[src/rtl/ex_muldiv_unit_pkg.sv]
// rtl/ex_muldiv_unit_pkg.sv - shared encodings and FSM states for the RV32M multiply/divide engine
package ex_muldiv_unit_pkg;

    localparam logic [6:0] RV_OPCODE_OP = 7'b0110011;
    localparam logic [6:0] RV_FUNC7_M   = 7'b0000001;

    localparam logic [2:0] F3_MUL    = 3'd0;
    localparam logic [2:0] F3_MULH   = 3'd1;
    localparam logic [2:0] F3_MULHSU = 3'd2;
    localparam logic [2:0] F3_MULHU  = 3'd3;
    localparam logic [2:0] F3_DIV    = 3'd4;
    localparam logic [2:0] F3_DIVU   = 3'd5;
    localparam logic [2:0] F3_REM    = 3'd6;
    localparam logic [2:0] F3_REMU   = 3'd7;

    typedef enum logic [1:0] {
        ST_IDLE,
        ST_BUSY,
        ST_FIX,
        ST_DONE
    } state_t;

    function automatic logic rs1_is_signed(input logic [2:0] f3);
        return f3 inside {F3_MUL, F3_MULH, F3_MULHSU, F3_DIV, F3_REM};
    endfunction

    function automatic logic rs2_is_signed(input logic [2:0] f3);
        return !(f3 inside {F3_MULHSU, F3_MULHU, F3_DIVU, F3_REMU});
    endfunction

endpackage

[src/rtl/ex_muldiv_unit_core.sv]
// rtl/ex_muldiv_unit_core.sv - one-bit-per-cycle shift-add multiply / restoring divide datapath on magnitudes
module ex_muldiv_unit_core #(
    parameter int W = 32
) (
    input  logic           clk,
    input  logic           i_rst,
    input  logic           load,
    input  logic           step,
    input  logic           is_div,
    input  logic [W-1:0]   a_mag,
    input  logic [W-1:0]   b_mag,
    output logic [2*W-1:0] acc
);

    logic [W-1:0] opb;
    logic [W-1:0] addend;
    logic [W:0]   add_sum;
    logic [W:0]   rem_shift;
    logic [W:0]   sub_diff;

    // Multiply: acc = {partial_hi, multiplier}, shifted right each step.
    // Divide:   acc = {remainder, dividend/quotient}, shifted left each step.
    always_comb begin
        addend    = acc[0] ? opb : {W{1'b0}};
        add_sum   = {1'b0, acc[2*W-1:W]} + {1'b0, addend};
        rem_shift = {acc[2*W-1:W], acc[W-1]};
        sub_diff  = rem_shift - {1'b0, opb};
    end

    always_ff @(posedge clk) begin
        if (i_rst) begin
            acc <= '0;
            opb <= '0;
        end else if (load) begin
            acc <= {{W{1'b0}}, a_mag};
            opb <= b_mag;
        end else if (step) begin
            if (is_div) begin
                if (!sub_diff[W])
                    acc <= {sub_diff[W-1:0], acc[W-2:0], 1'b1};
                else
                    acc <= {rem_shift[W-1:0], acc[W-2:0], 1'b0};
            end else begin
                acc <= {add_sum, acc[W-1:1]};
            end
        end
    end

endmodule

[src/rtl/ex_muldiv_unit.sv]
// rtl/ex_muldiv_unit.sv - iterative RV32M multiply/divide unit with pipeline stall control
module ex_muldiv_unit
    import ex_muldiv_unit_pkg::*;
#(
    parameter int         DATA_WIDTH = 32,
    parameter logic [6:0] OPCODE_OP  = RV_OPCODE_OP,
    parameter logic [6:0] FUNC7_M    = RV_FUNC7_M
) (
    input  logic                  clk,
    input  logic                  i_rst,
    input  logic [6:0]            i_opcode,
    input  logic [2:0]            i_func3,
    input  logic [6:0]            i_func7,
    input  logic [DATA_WIDTH-1:0] i_rs1_data,
    input  logic [DATA_WIDTH-1:0] i_rs2_data,
    input  logic [4:0]            i_rd_addr,
    input  logic                  i_pipe_en,
    input  logic                  i_flush,
    output logic                  o_stall,
    output logic                  o_valid,
    output logic [DATA_WIDTH-1:0] o_result,
    output logic [4:0]            o_rd_addr
);

    localparam int W  = DATA_WIDTH;
    localparam int CW = $clog2(DATA_WIDTH);
    localparam logic [W-1:0] MIN_NEG  = {1'b1, {(W-1){1'b0}}};
    localparam logic [W-1:0] ALL_ONES = {W{1'b1}};

    state_t state, state_nxt;

    logic [CW-1:0] cnt;
    logic [2:0]    op_q;
    logic          sa_q, sb_q, dz_q, ovf_q;
    logic [4:0]    rd_q;

    logic          is_m, start, special, in_sa, in_sb;
    logic [W-1:0]  a_mag, b_mag;
    logic          core_load, core_step;
    logic [2*W-1:0] acc;

    logic [2*W-1:0] prod;
    logic [W-1:0]   mul_res, quot, rem, div_res, fix_result;

    assign is_m  = (i_opcode == OPCODE_OP) && (i_func7 == FUNC7_M);
    assign start = (state == ST_IDLE) && is_m && !i_flush;
    assign in_sa = rs1_is_signed(i_func3) && i_rs1_data[W-1];
    assign in_sb = rs2_is_signed(i_func3) && i_rs2_data[W-1];
    assign a_mag = in_sa ? -i_rs1_data : i_rs1_data;
    assign b_mag = in_sb ? -i_rs2_data : i_rs2_data;

    // Divide-by-zero and signed overflow skip iteration and resolve in FIX.
    assign special = i_func3[2] &&
                     ((i_rs2_data == '0) ||
                      (!i_func3[0] && i_rs1_data == MIN_NEG && i_rs2_data == ALL_ONES));

    ex_muldiv_unit_core #(.W(W)) u_core (
        .clk    (clk),
        .i_rst  (i_rst),
        .load   (core_load),
        .step   (core_step),
        .is_div (op_q[2]),
        .a_mag  (a_mag),
        .b_mag  (b_mag),
        .acc    (acc)
    );

    always_ff @(posedge clk) begin
        if (i_rst)
            state <= ST_IDLE;
        else
            state <= state_nxt;
    end

    always_comb begin
        state_nxt = state;
        case (state)
            ST_IDLE: if (start) state_nxt = special ? ST_FIX : ST_BUSY;
            ST_BUSY: if (cnt == CW'(W-1)) state_nxt = ST_FIX;
            ST_FIX:  state_nxt = ST_DONE;
            ST_DONE: if (i_pipe_en) state_nxt = ST_IDLE;
            default: state_nxt = ST_IDLE;
        endcase
        if (i_flush)
            state_nxt = ST_IDLE;
    end

    always_comb begin
        o_stall   = !i_flush && ((state == ST_IDLE && is_m) ||
                                 state == ST_BUSY || state == ST_FIX);
        core_load = start;
        core_step = (state == ST_BUSY) && !i_flush;
    end

    // In the special cases the core was loaded but never stepped, so acc[W-1:0] still holds |rs1|.
    always_comb begin
        prod    = (sa_q ^ sb_q) ? -acc : acc;
        mul_res = (op_q == F3_MUL) ? prod[W-1:0] : prod[2*W-1:W];
        quot    = (sa_q ^ sb_q) ? -acc[W-1:0] : acc[W-1:0];
        rem     = sa_q ? -acc[2*W-1:W] : acc[2*W-1:W];
        if (dz_q) begin
            quot = ALL_ONES;
            rem  = sa_q ? -acc[W-1:0] : acc[W-1:0];
        end else if (ovf_q) begin
            quot = MIN_NEG;
            rem  = '0;
        end
        div_res    = op_q[1] ? rem : quot;
        fix_result = op_q[2] ? div_res : mul_res;
    end

    always_ff @(posedge clk) begin
        if (i_rst) begin
            cnt       <= '0;
            op_q      <= '0;
            sa_q      <= 1'b0;
            sb_q      <= 1'b0;
            dz_q      <= 1'b0;
            ovf_q     <= 1'b0;
            rd_q      <= '0;
            o_valid   <= 1'b0;
            o_result  <= '0;
            o_rd_addr <= '0;
        end else if (i_flush) begin
            cnt     <= '0;
            o_valid <= 1'b0;
        end else begin
            case (state)
                ST_IDLE: begin
                    if (start) begin
                        op_q  <= i_func3;
                        sa_q  <= in_sa;
                        sb_q  <= in_sb;
                        dz_q  <= i_func3[2] && (i_rs2_data == '0);
                        ovf_q <= special && (i_rs2_data != '0);
                        rd_q  <= i_rd_addr;
                        cnt   <= '0;
                    end
                end
                ST_BUSY: cnt <= cnt + 1'b1;
                ST_FIX: begin
                    o_result  <= fix_result;
                    o_rd_addr <= rd_q;
                    o_valid   <= 1'b1;
                end
                ST_DONE: if (i_pipe_en) o_valid <= 1'b0;
                default: ;
            endcase
        end
    end

endmodule

[config.mk]
export PLATFORM = sky130hd
export DESIGN_NAME = ex_muldiv_unit
export DESIGN_NICKNAME = d
export VERILOG_FILES = /design/src/rtl/ex_muldiv_unit_pkg.sv /design/src/rtl/ex_muldiv_unit_core.sv /design/src/rtl/ex_muldiv_unit.sv
export SDC_FILE = /design/constraint.sdc
export NUM_CORES = 1
export LEC_CHECK = 0
export CORE_ASPECT_RATIO = 0.9
export CORE_MARGIN = 3
export CORE_UTILIZATION = 45
export CTS_CLUSTER_DIAMETER = 200
export DETAILED_ROUTE_END_ITERATION = 7
export DONT_BUFFER_PORTS = 1
export PLACE_DENSITY = 0.62
export SLEW_MARGIN = 0
export SYNTH_ARGS = -nofsm -noshare
export SYNTH_HDL_FRONTEND = slang
export SYNTH_SLANG_ARGS = --single-unit
[constraint.sdc]
create_clock -name clk -period 9.48 [get_ports clk]
set_input_delay 1.896 -clock clk [delete_from_list [all_inputs] [get_ports clk]]
set_output_delay 1.896 -clock clk [all_outputs]
set_load 0.005 [all_outputs]
=== After elaboration in Yosys (flattened, before gate mapping) ===
Index checks and enable logic that the tools add are counted.

* Register bits: 153
* Output and inout bits: 39

* $add $sub $neg: 8
* Eq/ne operators: 18
* Mux-type cells: 27
* Bitwise operators: 2
* Reductions and logical operators: 35

{| class="wikitable"
|+ Operator list
! cell !! number
|-
| 32-bit two-way mux || 15
|-
| 64-bit two-way mux || 3
|-
| 32-bit negation || 4
|-
| 32-bit equality test (second input constant) || 2
|-
| 64-bit negation || 1
|-
| 32-bit by 32-bit adder with 33-bit output || 1
|-
| 33-bit by 32-bit subtractor with 33-bit output || 1
|-
| 32-bit zero test || 1
|-
| 32-bit nonzero test || 1
|-
| 3-bit equality test (second input constant) || 4
|-
| 1-bit logical AND || 12
|-
| 5-bit case mux with 2 select lines || 1
|-
| 2-bit two-way mux || 4
|-
| 2-bit case mux with 4 select lines || 1
|-
| 7-bit by 1-bit equality test with 1-bit output (second input constant) || 1
|-
| 7-bit by 6-bit equality test with 1-bit output (second input constant) || 1
|-
| 3-bit by 2-bit equality test with 1-bit output (second input constant) || 2
|-
| 3-bit zero test || 2
|-
| 2-bit != test (second input constant) || 3
|-
| 2-bit AND reduction || 3
|-
| 3-bit AND reduction || 2
|-
| 2-bit nonzero test || 3
|-
| 5-bit by 1-bit adder with 5-bit output (second input constant) || 1
|-
| 5-bit equality test (second input constant) || 1
|-
| 14 further kinds || 20
|}

=== Depth between registers and ports, before layout ===
* Depth after elaboration: 8
* Gate-level depth with buffers: 15
* Gate-level depth less buffers: 13

=== By module ===
A second synthesis with hierarchy kept.

* Cells, all modules: 2182
* Area, all modules: 15851.5 sq um

{| class="wikitable"
|+ Modules (own cells, without submodules)
! module !! instances !! cells an instance !! area each (sq um) !! sequential area each (sq um)
|-
| ex_muldiv_unit_core || 1 || 1068 || 8277.9 || 1921.8
|-
| ex_muldiv_unit || 1 || 1114 || 7573.5 || 1141.1
|}

=== Worst setup path before layout ===
No wires, ideal clock.

* Path kind: input -> output
* Start: input i_opcode[3]
* End: output o_stall
* Arrival: 2.566 ns
* Data required time: 7.584 ns
* Setup slack: 5.018 ns
* Stages: 3
* Buffers on the path: 0
* Cell sequence: nor4b_1 -> nand4_1 -> a21oi_1

* Longest elaborated chain between the ends: 6

{| class="wikitable"
|+ Ends and longest elaborated chain
! what !! RTL line !! RTL
|-
| start, declared || ex_muldiv_unit.sv:11 || <nowiki>input logic [6:0] i_opcode,</nowiki>
|-
| 7-bit by 6-bit equality test with 1-bit output || ex_muldiv_unit.sv:45 || <nowiki>assign is_m = (i_opcode == OPCODE_OP) && (i_func7 == FUNC7_M);</nowiki>
|-
| 1-bit logical AND || ex_muldiv_unit.sv:45 ||
|-
| 1-bit logical AND || ex_muldiv_unit.sv:89 || <nowiki>o_stall = !i_flush && ((state == ST_IDLE && is_m) ||</nowiki>
|-
| 1-bit logical OR || ex_muldiv_unit.sv:89 ||
|-
| 1-bit logical OR || ex_muldiv_unit.sv:90 || <nowiki>state == ST_BUSY || state == ST_FIX);</nowiki>
|-
| 1-bit logical AND || ex_muldiv_unit.sv:89 ||
|-
| end, declared || ex_muldiv_unit.sv:19 || <nowiki>output logic o_stall,</nowiki>
|}

Every way passes these cells.

=== Worst setup path after layout ===
Same ends and word-level chain as after synthesis.

==> impl_metrics.csv <==
group,metric,value,unit
synth,synth-xor-area-share,0.130,
sta,setup_viol,0,
worst_setup_path,crit_path_top_delay_cell,"nand4_1",
global_route,grtUsageTotal,0.294,
route,firstDrtPassIters,6,
place,dpl.cell_count,2439,
sta,final.setup.tns,0,ns
floorplan,die_x,200,um
synth,synth_area,0.0153,mm^2
hold_path,holdPathStages,2,
worst_setup_path,path_max_fanout,6,
power,vdd_drop_max,0.135,mV
place,dpl_cell_area,0.0153,mm^2
synth,synth_adder_area_share,0.0641,
synth,yosys_register_bits,153,
cts,cts_tree,"built",
worst_setup_path,r2r_cells,14,
finish,final_area,0.0159,mm^2
cts,path_clk_slew,0.06,ns
power,p_clk_frac,0.522,
sta,fin_ws,4.69,ns
sta,worst_pin_slew,1.13,ns
finish,layout-drive-gt1-share,0.0486,
synth,synth_top_area_frac,0.201,
global_route,grt_pass1_wl,85800,um
worst_setup_path,critPathLaunchType,"primary input",
synth,async_flop_share,0,
power,internal_power,1.09,mW
sta,fin_skew,0.0120,ns
sta,fmax,209,MHz
sta,layout_min_cycle_time,4.79,ns
outcome,status,"complete, no violations",
run,drv_cap,0,
synth,synth_compound_area_frac,0.293,
worst_setup_path,cp.arrival,2.89,ns
worst_setup_path,cpPeakStageDelay,0.38,ns
route,vias,15900,
synth,synthTopCellsByArea,"dfxtp_1 20%, xor2_1 6.8%, xnor2_1 6.3%",
sta,finalHoldWorstSlack,0.452,ns
floorplan,die_area,0.0362,mm^2
route,routed_wl,55300,um
synth,yosys_warnings,0,
global_route,grt_antenna_before_repair,0,
floorplan,rows,63,
cts,postCtsResizedCells,0,
floorplan,initial_utilization,0.460,
global_route,grt_overflow,0,
finish,layoutNonFillerInstCount,2471,
power,seq_power_share,0.439,
synth,ys_seq_area_frac,0.201,
synth,synth_edf_count,0,
cts,post_cts_buffers,0,
worst_setup_path,cp_num_cells,3,
synth,yosysTopAreaCell,"dfxtp_1",
synth,synthSimpleGateAreaFrac,0.224,
finish,fillers,3395,
power,p_total,1.46,mW
place,gp_congestion,0.987,
place,dpl.hpwl,40000,um
synth,synthMuxAreaShare,0.0257,
floorplan,die_y,181,um
synth,synth_top_family_by_area,"compound AO/OA/AOI/OAI gates",
hold_path,hp-class,"flip-flop to flip-flop",
floorplan,io_pins,129,
synth,ys_types,84,
finish,fin_nets,2170,
synth,synthesis.nets,2311,
route,first_iter_violations,1699,
worst_setup_path,cp_num_buf_inv,0,
route,vias_per_cell,6.44,
power,p_per_area,91.7,mW/mm^2
sta,fin_crit_sh,0.505,
sta,rsz0062_at_grt,"no",
cts,h-tree-depth,4,
route,ant_nets,0,
cts,cts-root-buf,"clkbuf_16",
power,sw_frac_of_total,0.253,
sta,drv_slew,0,
synth,syn_avg_cell_area,7.12,um^2
route,drc,0,
sta,maxSlewHeadroom,0.242,
power,switchingPower,370,uW
power,p_leak,5.96,nW
global_route,grt_pass1_vias,14600,
worst_setup_path,cp_top_family,"simple AND/OR/NAND/NOR gates",
route,avgRoutedWirePerCell,22.4,um
place,post-place-ws,4.50,ns
synth,netlist_instances,2144,
cts,clock_path_buffers,2,
worst_setup_path,cp-end-kind,"output port",
finish,antennaDiodeCount,0,
cts,worstSkewPairLatency,0.46,ns
finish,area_delta_synth_final,4.46,%
sta,final_hold_viol_count,0,
cts,cts_hold_buf,0,
worst_setup_path,worstPathCellList,"nor4b_1 -> nand4_1 -> a21oi_1",
cts,cts_buffers,17,
power,p_comb_frac,0.039,
worst_setup_path,cp_data_required_time,7.58,ns
finish,final_util,0.481,
worst_setup_path,crit_type,"primary input to output port",
global_route,grt_start_max_net_pins,115,
synth,synth_ff_type,"dfxtp_1",
floorplan,coreArea,0.0332,mm^2
cts,clock-sinks,153,
place,io_buffers,0,
[path summary, 6_finish.rpt]
path	startpoint	to	slack, ns
worst min register to register	u_core.opb[22]	u_core.opb[22]	0.45
worst max-delay path	i_opcode[3]	o_stall	4.69
worst min-delay path	u_core.opb[22]	u_core.opb[22]	0.45
worst max register to register	u_core.acc[0]	u_core.acc[63]	4.83
[worst register-to-register path: cells and delay by family (launching register included)]
kind                       cells  cell delay, ns
buffers and inverters          2            0.47
adders and majority gates      1            0.47
and+or+nand+nor                1            0.15
AOI/OAI and AO/OA             10            2.94
DFF                            1            0.45
[synthesized netlist by cell type (all sizes together) (9+ instances only)]
cell type and instances:
clkbuf 153, nand2b 21, or3 29, o21a 10
o31ai 29, o21ai 170, a32oi 9, dfxtp 153
nand3 47, xor2 118, nand2 234, or4 14
xnor2 109, and2 10, mux2i 37, a311oi 23
o211ai 18, nand4 26, buf 27, a21oi 151
o41ai 10, inv 61, a211oi 103, o22ai 10
o221ai 31, nor2 224, a31oi 17, a21o 38
ha 75, nor3 64, nor4 18
[cell type report]
class	instances	area (um^2)	share of cell area
repair buffers	20	150	0.00941
well taps	455	569	0.0357
clock inverters	15	205	0.0129
multi-input cells	1748	11300	0.708
flip-flops and latches	153	3070	0.192
clock buffers	17	425	0.0267
inverters	63	236	0.0148
[cell families after synthesis]
logic type,Yosys count
and+or+nand+nor,729
AOI/OAI and AO/OA,677
buffers and inverters,243
xor gates and xnor gates,227
DFF,153
adders and majority gates,77
muxes,38
[layer usage]
layer | track usage | share of wire | vias to the layer above
li1 | - | - | 7492
met1 | 0.424 | 0.44 | 7422
met2 | 0.432 | 0.41 | 904
met3 | 0.0805 | 0.12 | 95
met4 | 0.0770 | 0.023 | 0
met5 | 0 | 0 | -
[registers in the layout, summed over array words and instances, names as in the netlist]
register,cells
cnt,5
dz_q,1
o_rd_addr,5
o_result,32
o_valid,1
op_q,3
ovf_q,1
rd_q,5
sa_q,1
sb_q,1
state,2
u_core.acc,64
u_core.opb,32
[power groups by stage]
| stage | combinational (mW) | clock (mW) | sequential (mW) |
|---|---|---|---|
| after CTS | 0.0572 | 0.774 | 0.642 |
| after floorplan | 0.0521 | 0 | 0.657 |
| after global routing | 0.0633 | 0.796 | 0.642 |
| after detailed placement | 0.0568 | 0 | 0.657 |
| final | 0.0574 | 0.764 | 0.642 |
| after global placement | 0.0561 | 0 | 0.657 |
[cells in the final DEF (no fill, tap or decap), types with 15 or more instances in the layout]
| master | synthesis | routed |
|---|---|---|
| a211oi_1 | 102 | 102 |
| a21o_1 | 38 | 38 |
| a21oi_1 | 151 | 151 |
| a311oi_1 | 23 | 23 |
| a31oi_1 | 17 | 17 |
| buf_4 | 1 | 20 |
| clkbuf_16 | 0 | 17 |
| dfxtp_1 | 153 | 151 |
| ha_1 | 75 | 75 |
| inv_1 | 61 | 61 |
| mux2i_1 | 37 | 37 |
| nand2_1 | 232 | 232 |
| nand2b_1 | 21 | 20 |
| nand3_1 | 46 | 46 |
| nand4_1 | 26 | 26 |
| nor2_1 | 223 | 220 |
| nor3_1 | 63 | 61 |
| nor4_1 | 15 | 15 |
| o211ai_1 | 18 | 18 |
| o21ai_0 | 156 | 156 |
| o221ai_1 | 31 | 31 |
| o31ai_1 | 25 | 25 |
| or3_1 | 26 | 26 |
| xnor2_1 | 109 | 109 |
| xor2_1 | 118 | 117 |
(Power assumes the default switching activity.)
